--- config.mk ---
export PLATFORM = sky130hd
export DESIGN_NAME = add_stream_ctrl
export DESIGN_NICKNAME = d
export VERILOG_FILES = /design/src/rtl/add_stream_ctrl_pkg.sv /design/src/rtl/op_fifo.sv /design/src/rtl/add_stream_ctrl.sv
export SDC_FILE = /design/constraint.sdc
export NUM_CORES = 1
export LEC_CHECK = 0
export CORE_MARGIN = 2
export CORE_UTILIZATION = 40
export CTS_BUF_LIST = sky130_fd_sc_hd__clkbuf_2 sky130_fd_sc_hd__clkbuf_4 sky130_fd_sc_hd__clkbuf_8
export DETAILED_ROUTE_END_ITERATION = 8
export PLACE_DENSITY_LB_ADDON = 0.3
export SLEW_MARGIN = 30
export SYNTH_ARGS = -nofsm -noshare
export SYNTH_HDL_FRONTEND = slang
export SYNTH_HIERARCHICAL = 1
export SYNTH_SLANG_ARGS = --single-unit
--- constraint.sdc ---
create_clock -name clk -period 4.7 [get_ports clk]
set_clock_uncertainty 0.05 [all_clocks]
set_input_delay 0.47 -clock clk [delete_from_list [all_inputs] [get_ports clk]]
set_output_delay 0.47 -clock clk [all_outputs]
set_load 0.02 [all_outputs]
--- src/rtl/add_stream_ctrl_pkg.sv ---
// Shared definitions for the add_stream_ctrl slice: size defaults and the
// controller FSM state encoding.
package add_stream_ctrl_pkg;

  localparam int DEFAULT_WIDTH = 32;
  localparam int DEFAULT_DEPTH = 4;

  typedef logic [2:0] state_t;

  localparam state_t ST_IDLE    = 3'd0;
  localparam state_t ST_ISSUE   = 3'd1;
  localparam state_t ST_WAIT_LO = 3'd2;
  localparam state_t ST_WAIT_HI = 3'd3;
  localparam state_t ST_OUT     = 3'd4;

endpackage

--- src/rtl/op_fifo.sv ---
// Operand-pair FIFO: power-of-two depth, wrapping pointers and a registered occupancy count.
// full and empty are decoded from the registered count only, so a pop never makes a full FIFO writable in the same cycle.
module op_fifo
  import add_stream_ctrl_pkg::*;
#(
  parameter int DW    = 2 * DEFAULT_WIDTH,
  parameter int DEPTH = DEFAULT_DEPTH
) (
  input  logic                     clk,
  input  logic                     reset,
  input  logic                     push,
  input  logic [DW-1:0]            push_data,
  input  logic                     pop,
  output logic [DW-1:0]            pop_data,
  output logic                     full,
  output logic                     empty,
  output logic [$clog2(DEPTH):0]   fill
);

  localparam int AW = $clog2(DEPTH);

  logic [DW-1:0] mem [DEPTH];
  logic [AW-1:0] wr_ptr;
  logic [AW-1:0] rd_ptr;
  logic          do_push;
  logic          do_pop;

  assign full     = (fill == (AW + 1)'(DEPTH));
  assign empty    = (fill == '0);
  assign do_push  = push && !full;
  assign do_pop   = pop && !empty;
  assign pop_data = mem[rd_ptr];

  always_ff @(posedge clk) begin
    if (do_push) begin
      mem[wr_ptr] <= push_data;
    end
  end

  // Pointers are AW bits wide, so they wrap modulo DEPTH on their own.
  always_ff @(posedge clk) begin
    if (reset) begin
      wr_ptr <= '0;
      rd_ptr <= '0;
      fill   <= '0;
    end else begin
      if (do_push) wr_ptr <= wr_ptr + 1'b1;
      if (do_pop)  rd_ptr <= rd_ptr + 1'b1;
      case ({do_push, do_pop})
        2'b10:   fill <= fill + 1'b1;
        2'b01:   fill <= fill - 1'b1;
        default: fill <= fill;
      endcase
    end
  end

endmodule

--- src/rtl/add_stream_ctrl.sv ---
// Streams queued operand pairs through an external adder core, one operation at a time, and presents each sum to the output.
// Handshakes: a transfer happens on a clk edge where valid and ready are both high; valid never waits on ready and holds its data until the transfer.
module add_stream_ctrl
  import add_stream_ctrl_pkg::*;
#(
  parameter int WIDTH = DEFAULT_WIDTH,
  parameter int DEPTH = DEFAULT_DEPTH
) (
  input  logic                     clk,
  input  logic                     reset,
  input  logic                     in_valid,
  input  logic [WIDTH-1:0]         in_a,
  input  logic [WIDTH-1:0]         in_b,
  output logic                     in_ready,
  output logic                     out_valid,
  output logic [WIDTH-1:0]         out_data,
  input  logic                     out_ready,
  output logic                     core_start,
  output logic [WIDTH-1:0]         core_a,
  output logic [WIDTH-1:0]         core_b,
  input  logic [WIDTH-1:0]         core_result,
  input  logic                     core_done,
  output logic [$clog2(DEPTH):0]   fill,
  output logic                     busy,
  output state_t                   state
);

  logic [2*WIDTH-1:0] head;
  logic               fifo_full;
  logic               fifo_empty;
  logic               pop;

  assign pop      = (state == ST_IDLE) && !fifo_empty;
  assign in_ready = !fifo_full;
  assign busy     = (state != ST_IDLE);

  op_fifo #(
    .DW    (2 * WIDTH),
    .DEPTH (DEPTH)
  ) u_op_fifo (
    .clk       (clk),
    .reset     (reset),
    .push      (in_valid),
    .push_data ({in_a, in_b}),
    .pop       (pop),
    .pop_data  (head),
    .full      (fifo_full),
    .empty     (fifo_empty),
    .fill      (fill)
  );

  // core_start is registered on the IDLE->ISSUE transition, so it is high exactly while in ISSUE.
  always_ff @(posedge clk) begin
    if (reset) begin
      state      <= ST_IDLE;
      out_valid  <= 1'b0;
      out_data   <= '0;
      core_start <= 1'b0;
      core_a     <= '0;
      core_b     <= '0;
    end else begin
      core_start <= 1'b0;
      case (state)
        ST_IDLE: begin
          if (!fifo_empty) begin
            core_a     <= head[2*WIDTH-1:WIDTH];
            core_b     <= head[WIDTH-1:0];
            core_start <= 1'b1;
            state      <= ST_ISSUE;
          end
        end
        ST_ISSUE: state <= ST_WAIT_LO;
        // A done level left over from the previous operation must clear before the new result can be trusted.
        ST_WAIT_LO: begin
          if (!core_done) state <= ST_WAIT_HI;
        end
        ST_WAIT_HI: begin
          if (core_done) begin
            out_data  <= core_result;
            out_valid <= 1'b1;
            state     <= ST_OUT;
          end
        end
        ST_OUT: begin
          if (out_ready) begin
            out_valid <= 1'b0;
            state     <= ST_IDLE;
          end
        end
        default: state <= ST_IDLE;
      endcase
    end
  end

endmodule

# Word-level counts from Yosys, hierarchy flattened
# Memory sizes are Yosys's and may differ from the RTL's. A register that Yosys moved wholly into a read port is not among the register bits.
# Index checks and enable logic that the tools add are counted.
# W data, S select, Z words.
totals:
  ff_bits: 44
  ramBits: 256
  output_inout_bits: 106
  word_cells: 52
  memories: 1
classes:
  add_sub_neg: 4
  n_eq_ne: 11
  mux: 12
  bitwise_logic: 2
  reduce_logical: 15
memory_table:
  columns: ["memory", "words", "width", "read_ports", "rd_ports_with_merged_regs", "wr", "line_no", "rtl"]
  rows:
  - ["u_op_fifo.mem", 4, 64, 1, 1, 1, "op_fifo.sv:22", "logic [DW-1:0] mem [DEPTH];"]
op_table:
  columns: ["operator", "count"]
  rows:
  - ["$pmux W3 S5", 1]
  - ["$mux W3", 4]
  - ["$ne A2 B2 Y1 const B", 4]
  - ["$eq A3 B2 Y1 const B", 2]
  - ["$eq A3 B3 Y1 const B", 2]
  - ["$logic_not A3 Y1", 2]
  - ["$pmux W3 S2", 1]
  - ["$mux W1", 5]
  - ["$add A2 B1 Y2 const B", 2]
  - ["$reduce_and A2 Y1", 2]
  - ["$reduce_and A4 Y1", 1]
  - ["$reduce_bool A2 Y1", 2]
  - ["$add A3 B1 Y3 const B", 1]
  - ["$eq A3 B1 Y1 const B", 1]
  - ["$logic_and A1 B1 Y1", 3]
  - ["$reduce_and A3 Y1", 1]
  - ["$reduce_bool A3 Y1", 1]
  - ["$sub A3 B1 Y3 const B", 1]
  - ["$eq A2 B1 Y1 const B", 1]
  - ["$eq A2 B2 Y1 const B", 1]
  - ["$logic_not A1 Y1", 2]
  - ["$not A1 Y1", 2]
  - ["$pmux W1 S2", 1]
  - ["$reduce_or A2 Y1", 1]

# Depth between registers and ports, before layout
# Gate-level depths: netlist of run 1.
logic_depth:
  depth_word: 6
  ltp_mapped: 11

# Hierarchy
# Netlist of run 1, hierarchy kept.
by_module_without_submodules:
  columns: ["module", "instances", "cells_per_inst", "area_each_um2", "seq_area_each_um2"]
  rows:
  - ["op_fifo", 1, 388, 9785.6, 7867.5]
  - ["add_stream_ctrl", 1, 439, 4556.9, 2021.9]

# Worst setup path after synthesis of run 1
# No wires, ideal clock.
synth_path:
  path_type: "register to register"
  from: "register u_op_fifo.fill[0]"
  to: "memory u_op_fifo/mem[0][0] (netlist name), enable pin"
  setup_time_ps: 429
  arrival_ps: 2422
  t_required_ps: 4221
  path_slack_ps: 1800
  stages_incl_launch_ff: 4
  n_path_buf: 0
  synth_period_minus_slack_ps: 2900
  cell_sequence: "dfxtp_1 > nor3b_2 > nor2_1 > and2_1"
synth_via:
  elab_chain_cells: 5
synth_lines:
  columns: ["item", "line_no", "rtl"]
  rows:
  - ["from (decl)", "op_fifo.sv:17", "output logic [$clog2(DEPTH):0] fill"]
  - ["from (signal assigned)", "op_fifo.sv:50", "2'b10: fill <= fill + 1'b1;"]
  - ["from (signal assigned)", "op_fifo.sv:51", "2'b01: fill <= fill - 1'b1;"]
  - ["from (signal assigned)", "op_fifo.sv:52", "default: fill <= fill;"]
  - ["$eq A3 B3 Y1", "op_fifo.sv:28", "assign full = (fill == (AW + 1)'(DEPTH));"]
  - ["via fifo_full", "add_stream_ctrl.sv:29", "logic fifo_full;"]
  - ["$logic_not A1 Y1", "op_fifo.sv:30", "assign do_push = push && !full;"]
  - ["$logic_and A1 B1 Y1", "op_fifo.sv:30", null]
  - ["$mux W1", "op_fifo.sv:35", "if (do_push) begin"]
  - ["$mux W1 (implied by the code)", "op_fifo.sv:36", "mem[wr_ptr] <= push_data;"]
  - ["to (decl)", "op_fifo.sv:22", null]
# The timed path passes the listed nets, and every way through them passes these cells.

# Worst setup path in the final report of run 1
layout_path:
  from: "register state[2]"
  to: "output busy"
layout_via:
  elab_chain_cells: 1
layout_lines:
  columns: ["item", "line_no", "rtl"]
  rows:
  - ["from (decl)", "add_stream_ctrl.sv:25", "output state_t state"]
  - ["from (signal assigned)", "add_stream_ctrl.sv:55", "state <= ST_IDLE;"]
  - ["from (signal assigned)", "add_stream_ctrl.sv:69", "state <= ST_ISSUE;"]
  - ["from (signal assigned)", "add_stream_ctrl.sv:72", "ST_ISSUE: state <= ST_WAIT_LO;"]
  - ["$reduce_bool A3 Y1", "add_stream_ctrl.sv:35", "assign busy = (state != ST_IDLE);"]
  - ["to (decl)", "add_stream_ctrl.sv:24", "output logic busy,"]
# No other way between the ends.

==> impl_results.md, run 1 <==
- Peak Freq: 403.6 MHz
- Worst-skew pair later-pin latency: 580 ps
- Worst Tran Pin Value: 846.3 ps
- Net Sw Power: 2887 uW
- Sequential Power Share: 0.432
- Starting Density: 0.4052
- Finished Cell Area: 18040 sq um
- Switching Share: 0.2903
- Die W: 193.4 um
- Row Count: 69
- Yosys warns: 6
- Most frequent cells in the layout: edfxtp_1 (256), clkdlybuf4s50_1 (205), nand2b_1 (195), dfxtp_1 (108), mux2i_1 (97)
- Post-synthesis register bit count: 366
- Input/output buffers: 206
- Final GP Congestion: 0.7009
- Fin util: 0.5098
- Worst Path Arrival: 1960 ps
- Commonest non-fill, non-tap cell in the layout: edfxtp_1
- Power per Cell Area: 551.3 nW/um^2
- DRC: 0
- Relative slew slack: 0.4358
- Clock Pin Slew Worst Setup and Hold Paths: 60 ps
- CTS Sinks: 366
- Htree depth: 2
- Status: completed
- Max Cap Viol: 0
- Routed wire length: 28500 um
- Gate power share: 0.277
- Vias in the first global route: 7754
- Req. time, crit path: 4180 ps
- Iter 0 DRT Violations: 315
- Vias: 7568
- R2R Setup Slk: 2310 ps
- Fin crit period: 2478 ps
- Cells after Synth: 827
- Core area: 35400 sq um
- Drt via density: 4.823
- # setup viols final: 0
- Area of the die: 37390 sq um
- Post-Syn Area: 14340 sq um
- Post-synthesis sequential area ratio: 0.6895
- Clk pwr share: 0.291
- CTS Hold Bufs: 0
- Clk root buf: clkbuf_8
- Slew Viols, Final: 0
- First-pass GRT wire length: 44390 um
- Post-CTS resize count: 0
- CTS buffer count: 59
- Syn Nets: 934
- Global Route Usage Sum: 0.1507
- Antenna-violating nets left: 0
- Initial antenna violation count: 1
- Peak VDD IR: 0.3811 mV
- Unique cell type count in the Yosys netlist: 36
- Wire length per cell: 18.16 um
- Total gr overflow: 0
- P_int: 7060 uW
- Fraction of layout cells with a size suffix above 1: 0.1653
- Worst-path fanout max: 9
- Startpoint types: flip-flop
- Synth-to-Final Area Change: 25.81%
- TritonCTS clock tree: yes
- Setup bufs post-CTS: 0
- RSZ-0062 raised after global routing: false
- Longest Clk Path Bufs: 3
- Crit path kind: reg2out
- Pin count of the biggest net entering global routing: 109
- Syn_area_per_cell: 17.34 sq um
- Post-DP Area: 16720 sq um
- Tcrit/Tclk final: 0.5272
- Die height: 193.4 um
- Post-DP HPWL: 17410 um
- Io pins: 207
- Drt pass-1 iters: 5
- Nets@finish: 1163
- Fin Hold WS: 406.7 ps
- Worst min-delay path class: in2reg
- Setup TNS: 0 ps
- Leak: 0.005958 uW
- Crit. End Element: primary output
- Hold Vio Cnt, Final: 0
==> power groups by stage <==
| stage | Sequential (uW) | Combinational (uW) | Clock [uW] |
|---|---|---|---|
| finish | 4300 | 2760 | 2890 |
| global route | 4370 | 2950 | 3130 |
| CTS | 4320 | 2820 | 3000 |
| detailed placement | 4380 | 2800 | 0 |
| global placement | 4370 | 2770 | 0 |
| floorplan | 4590 | 1740 | 0 |
==> routing by layer <==
metal | wire length [um] | GRT usage
met3 | 1264 | 0.03208
met2 | 13540 | 0.2462
met1 | 13250 | 0.2046
met5 | 0 | 0
met4 | 447 | 0.04213
==> flip-flops by register name, indices dropped and copies added (netlist names), named ones only <==
register / count
core_a: 32
core_b: 32
core_start: 1
out_data: 32
out_valid: 1
state: 3
u_op_fifo/fill: 3
u_op_fifo/mem: 256
u_op_fifo/rd_ptr: 2
u_op_fifo/wr_ptr: 2
==> cells by family (layout without fill, tap and decap cells) <==
kind of cell / Yosys count / after routing / share of synthesized area
flops: 366 / 366 / 0.6895
simple gates: 222 / 222 / 0.09718
fa+ha+maj: 6 / 6 / 0.005758
other cells: 0 / 1 / 0
xor+xnor: 3 / 3 / 0.001832
compound gates: 12 / 12 / 0.005235
buf+inv: 57 / 337 / 0.03123
mux: 161 / 161 / 0.1692
==> area by class of cell <==
cell class                      instances  area, sq um
Antenna cell                            1        2.502
Sequential cell                       366         9897
Fill cell                            2980        17350
Inverter                                9        33.78
Timing Repair Buffer                  216         2210
Tap cell                              461        576.8
Clock inverter                         26        203.9
Multi-Input combinational cell        404         4019
Clock buffer                           86         1102
==> cells in the mapped netlist, drive strengths merged <==
cell type / count / area share
edfxtp: 256 / 0.54
nand2b: 195 / 0.085
dfxtp: 110 / 0.15
mux2i: 97 / 0.068
mux4: 64 / 0.10
buf: 26 / 0.023
clkbuf: 22 / 0.0058
inv: 9 / 0.0024
nor2: 7 / 0.0018
and2: 5 / 0.0022
ha: 5 / 0.0044
or3: 5 / 0.0022
a21oi: 4 / 0.0014
o21ai: 3 / 0.0010
xor2: 3 / 0.0018
nor3: 2 / 0.00070
nor4: 2 / 0.0019
a2111oi: 1 / 0.00061
a211oi: 1 / 0.00052
a31oi: 1 / 0.00044
and3: 1 / 0.00044
and4b: 1 / 0.00070
fa: 1 / 0.0014
nand2: 1 / 0.00026
nor2b: 1 / 0.00044
nor3b: 1 / 0.00087
nor4b: 1 / 0.00061
o21ba: 1 / 0.00070
o31ai: 1 / 0.00052
==> worst paths after layout <==
kind	to	from	cells past startpoint
max	busy	state[2]	2
min	out_data[0]	core_result[0]	3
max reg2reg	core_b[25]	u_op_fifo/fill[0]	5
min reg2reg	out_data[5]	out_data[5]	2
==> metrics by stage <==
stage / setup WS, ps / power (uW) / instances
floorplan: 1800 / 6337 / 827
detailed placement: 2061 / 7177 / 1455
finish: 2222 / 9948 / 1569
global route: 2065 / 10460 / 1568
global placement: 1932 / 7140 / 1451
CTS: 2167 / 10140 / 1567
==> worst max-delay path, cell delays in order (launching register included) <==
cell and delay (ps):
dfxtp_1 400, or3_1 420, clkdlybuf4s50_1 560
Power figures use the tool's default switching activity.
==> run 2: changes to the inputs <==
==> constraint.sdc (replaced) <==
create_clock -name clk -period 2.5 [get_ports clk]
set_clock_uncertainty 0.05 [all_clocks]
set_input_delay 0.25 -clock clk [delete_from_list [all_inputs] [get_ports clk]]
set_output_delay 0.25 -clock clk [all_outputs]
set_load 0.02 [all_outputs]
==> impl_results.md, run 2 (synthesis results as in run 1) <==
- Status: completed
- CTS buffer count: 59
- Iter 0 DRT Violations: 311
- Fin util: 0.5140
- Routed wire length: 28620 um
- Worst path slowest cell: dfxtp_4
- Peak VDD IR: 0.6039 mV
- Power per Cell Area: 1031 nW/um^2
- Fraction of layout cells with a size suffix above 1: 0.1832
- RSZ-0062 raised after global routing: false
- Starting Density: 0.4052
- Post-DP HPWL: 17240 um
- P_int: 13270 uW
- Worst min-delay path class: in2reg
- DRC: 0
- Area occupied by multi-input gates: 4021 sq um
- Setup bufs post-CTS: 0
- Drt via density: 4.803
- Switching Share: 0.2929
- Slowest cell delay on critical path: 380 ps
- Row Count: 69
- Initial antenna violation count: 2
- Global Route Usage Sum: 0.1539
- Gate power share: 0.292
- Register area: 9908 sq um
- Filler cells: 2985
- Finished Cell Area: 18190 sq um
- Max reg flops: 256
- Setup TNS: 0 ps
- Clock Pin Slew Worst Setup and Hold Paths: 60 ps
- Worst Path Arrival: 2830 ps
- First-pass GRT wire length: 44920 um
- Slew Viols, Final: 0
- Longest Clk Path Bufs: 3
- # setup viols final: 0
- Most frequent CP cell: inv_1
- Commonest non-fill, non-tap cell in the layout: edfxtp_1
- Net Sw Power: 5494 uW
- Fin crit period: 2348 ps
- Antenna-violating nets left: 0
- Die height: 193.4 um
- Req. time, crit path: 2990 ps
- Nets@finish: 1178
- Startpoint types: flip-flop
- Most frequent cells in the layout: edfxtp_1 (256), clkdlybuf4s50_1 (205), nand2b_1 (195), dfxtp_1 (105), mux2i_1 (97)
- TritonCTS clock tree: yes
- Crit. End Element: flip-flop
- Io pins: 207
- Input/output buffers: 206
- Die W: 193.4 um
- Core area: 35400 sq um
- Max Cap Viol: 0
- Drt pass-1 iters: 4
- Hold Vio Cnt, Final: 0
- Sequential Power Share: 0.428
- Leak: 0.006032 uW
- Htree depth: 2
- Area of the die: 37390 sq um
- Worst-path fanout max: 6
- Peak Freq: 425.8 MHz
- Post-DP Area: 16940 sq um
- Wire length per cell: 18.10 um
- Final GP Congestion: 0.7061
- Synth-to-Final Area Change: 26.85%
- Tcrit/Tclk final: 0.9394
- Relative slew slack: 0.4631
- Worst Tran Pin Value: 805.3 ps
- Total gr overflow: 0
- Vias: 7594
- Crit path kind: reg2reg
- Clk root buf: clkbuf_8
- Clk pwr share: 0.280
- Largest Register: u_op_fifo/mem
- CTS Sinks: 366
- Crit-path cells: nor3_1 -> buf_4 -> nor4_4 -> o31ai_2 -> inv_1 -> ha_1 -> inv_1 -> fa_1 -> xor2_1 -> or3_1 -> a21oi_1
- Vias in the first global route: 7932
- Pin count of the biggest net entering global routing: 97
- Worst-skew pair later-pin latency: 620 ps
- Power consumption: 18760 uW
-- run 2: final timing paths --
check,startpoint,endpoint,slack (ps),depth (start not counted)
min,core_result[15],out_data[15],170,3
min reg2reg,out_data[8],out_data[8],420,2
max,u_op_fifo/fill[1],u_op_fifo/fill[2],150,11
max reg2reg,u_op_fifo/fill[1],u_op_fifo/fill[2],150,11
-- run 2: repair_timing --
action / 4_1_cts / 5_1_grt
endpoints found under the hold margin: 6 / 0
gates resized for setup: 0 / 5
hold buffers: 1 / 0
endpoints found under the setup margin: 0 / 1
-- run 2: power by group through the flow --
stage,clock (uW),sequential [uW],combinational [uW]
detailed placement,0,8150,5560
CTS,5460,8040,5580
floorplan,0,8630,3280
global route,5680,8150,5880
global placement,0,8130,5540
finish,5260,8030,5470
-- run 2: worst max-delay path: cells and delay by family, from the launching register on --
| kind | cells | cell delay, ps |
|---|---|---|
| and+or+nand+nor | 3 | 560 |
| adders and majority gates | 2 | 550 |
| xor gates and xnor gates | 1 | 160 |
| buffers and inverters | 3 | 280 |
| AOI/OAI and AO/OA | 2 | 280 |
| DFF | 1 | 380 |
-- run 2: layout make-up --
cell class,count,area share
sequential,366,0.5446
multi-input combinational,404,0.2210
timing repair buffer,231,0.1333
clock buffer,93,0.06004
tap,461,0.03170
clock inverter,16,0.007358
inverter,9,0.001857
antenna,1,0.0001375
-- run 2: stage by stage --
step | setup slack [ps] | instances | hold WS (ps)
6_report | 151.6 | 1581 | 169.8
5_1_grt | 35.15 | 1580 | 143.0
4_1_cts | 83.49 | 1580 | 97.00
3_5_place_dp | 108.1 | 1470 | 412.1
3_3_place_gp | 200.7 | 1470 | 407.9
2_1_floorplan | 10.33 | 827 | 298.9
-- run 2: layer usage --
layer | track usage | vias to the layer above | wire, um
met5 | 0 | - | 13
met4 | 0.05768 | 2 | 647
met3 | 0.04062 | 53 | 1728
met2 | 0.2476 | 201 | 13610
met1 | 0.2011 | 3761 | 12610
li1 | - | 3577 | -
==> run 3: changes to the inputs <==
--- a/config.mk
+++ b/config.mk
@@ -9,6 +9,7 @@
 export CORE_UTILIZATION = 40
 export CTS_BUF_LIST = sky130_fd_sc_hd__clkbuf_2 sky130_fd_sc_hd__clkbuf_4 sky130_fd_sc_hd__clkbuf_8
 export DETAILED_ROUTE_END_ITERATION = 8
+export GPL_TIMING_DRIVEN = 0
 export PLACE_DENSITY_LB_ADDON = 0.3
 export SLEW_MARGIN = 30
 export SYNTH_ARGS = -nofsm -noshare
==> impl_results.md, run 3 (synthesis results as in run 1) <==
- Htree depth: 2
- Startpoint types: flip-flop
- Fraction of layout cells with a size suffix above 1: 0.1813
- Most frequent cells in the layout: edfxtp_1 (256), clkdlybuf4s50_1 (205), nand2b_1 (195), dfxtp_1 (107), mux2i_1 (97)
- P_int: 13730 uW
- Worst-path fanout max: 6
- Worst path slowest cell: dfxtp_4
- Drt pass-1 iters: 4
- Core area: 35400 sq um
- R2R Setup Slk: 130 ps
- Routed wire length: 30870 um
- Largest Register: u_op_fifo/mem
- Crit. End Element: flip-flop
- Nets@finish: 1209
- Global Route Usage Sum: 0.1662
- Final GP Congestion: 0.7098
- Iter 0 DRT Violations: 368
- Sequential Power Share: 0.408
- Total gr overflow: 0
- Post-DP HPWL: 19520 um
- RSZ-0062 raised after global routing: false
- FF-to-FF End: u_op_fifo/fill[2]
- Req. time, crit path: 3010 ps
- Row Count: 69
- Gate power share: 0.316
- Hold depth: 3
- Drt via density: 4.819
- Leak: 0.006131 uW
- Power consumption: 19410 uW
- Antenna-violating nets left: 0
- Filler cells: 3005
- Peak Freq: 422.4 MHz
- Input/output buffers: 205
- First-pass GRT wire length: 47420 um
- Die height: 193.4 um
- Starting Density: 0.4052
- Longest Clk Path Bufs: 3
- R2R Path Start: u_op_fifo/fill[2]
- Slowest cell delay on critical path: 380 ps
- CTS Sinks: 366
- WHS Endpoint: out_data[1]
- Hold path startpoint: core_result[1]
- Power per Cell Area: 1054 nW/um^2
- Vias: 7788
- Synth-to-Final Area Change: 28.39%
- # setup viols final: 0
- Die W: 193.4 um
- Bufs and invs on worst path: 3
- Switching Share: 0.2929
- TritonCTS clock tree: yes
- DRC: 0
- Relative slew slack: 0.4962
- Crit path kind: reg2reg
- Most frequent CP cell: inv_1
- Peak VDD IR: 0.5464 mV
- Max Cap Viol: 0
- Fin crit period: 2367 ps
- Worst-skew pair later-pin latency: 630 ps
- Crit-path cells: nor3_2 -> nor4_4 -> buf_6 -> o31ai_2 -> inv_1 -> ha_2 -> inv_1 -> fa_1 -> xor2_1 -> or3_1 -> a21oi_1
- Initial antenna violation count: 2
- Tcrit/Tclk final: 0.9469
- Wire length per cell: 19.10 um
- Hold Vio Cnt, Final: 0
- Clock Pin Slew Worst Setup and Hold Paths: 60 ps
- Area of the die: 37390 sq um
- Slew Viols, Final: 0
- Worst Path Arrival: 2870 ps
- Max reg flops: 256
- CTS buffer count: 59
- Pin count of the biggest net entering global routing: 38
- Worst min-delay path class: in2reg
- Vias in the first global route: 8136
- Net Sw Power: 5685 uW
- CP delay by family, top: simple AND/OR/NAND/NOR gates
- Status: completed
- Commonest non-fill, non-tap cell in the layout: edfxtp_1
- Io pins: 207
- Fin Hold WS: 134.2 ps
- Clk root buf: clkbuf_8
- R2R cell count: 11
- Worst Tran Pin Value: 755.7 ps
- Clk pwr share: 0.276
==> run 3: final cells by class <==
cell class | instances | area, sq um | area share
Buffer | 48 | 417.9 | 0.02269
Timing Repair Buffer | 214 | 2187 | 0.1188
Antenna cell | 2 | 5.005 | 0.0002718
Sequential cell | 366 | 9901 | 0.5377
Tap cell | 461 | 576.8 | 0.03132
Inverter | 9 | 33.78 | 0.001835
Clock inverter | 25 | 198.9 | 0.01080
Clock buffer | 87 | 1066 | 0.05789
Multi-Input combinational cell | 404 | 4028 | 0.2187
==> run 3: worst reg2reg max path, stage by stage (launching register included) <==
cell and delay, ps:
dfxtp_4 380, nor3_2 90, nor4_4 310, buf_6 150
o31ai_2 70, inv_1 70, ha_2 180, inv_1 50
fa_1 370, xor2_1 150, or3_1 300, a21oi_1 130
==> run 3: how the worst max path moves through the flow <==
stage                            from                    to  cells past startpoint
floorplan           u_op_fifo/fill[2]     u_op_fifo/fill[2]                     11
global placement             in_valid  u_op_fifo/mem[1][27]                      4
detailed placement  u_op_fifo/fill[2]     u_op_fifo/fill[2]                     11
CTS                          state[2]     u_op_fifo/fill[2]                     10
global route        u_op_fifo/fill[2]     u_op_fifo/fill[2]                     11
finish              u_op_fifo/fill[2]     u_op_fifo/fill[2]                     11
==> run 3: power by group through the flow <==
| stage | registers (uW) | clock network [uW] | logic (uW) |
|---|---|---|---|
| after floorplan | 8630 | 0 | 3280 |
| after global placement | 8050 | 0 | 6010 |
| after detailed placement | 8040 | 0 | 6120 |
| after CTS | 7940 | 5540 | 6190 |
| after global routing | 8020 | 5790 | 6570 |
| final | 7920 | 5360 | 6130 |
==> run 3: repair_timing <==
item / CTS / global route
hold endpoints to repair: 8 / 0
pin swaps: 0 / 1
endpoints found under the setup margin: 2 / 1
buffers inserted: 1 / 3
hold buffers: 1 / 0
cloned: 0 / 0
resized for setup: 2 / 6
==> run 3: stage by stage <==
stage / worst slack, ps / instances / TNS [ps] / util / instance area, sq um
after floorplan: 10.33 / 827 / 0 / - / 14350
after detailed placement: -107.9 / 1497 / -605.9 / 0.4825 / 17080
final: 132.7 / 1616 / 0 / 0.5202 / 18410
after global placement: -679.4 / 1493 / -170290 / 0.4797 / 16980
after global routing: 10.10 / 1614 / 0 / 0.5201 / 18410
after CTS: 83.61 / 1611 / 0 / 0.5190 / 18370
==> run 3: per-layer routing <==
metal  GRT usage  wire length, um
met3     0.04603             1580
met4     0.05457              760
met2      0.2729            14860
met5           0               11
met1      0.2140            13660
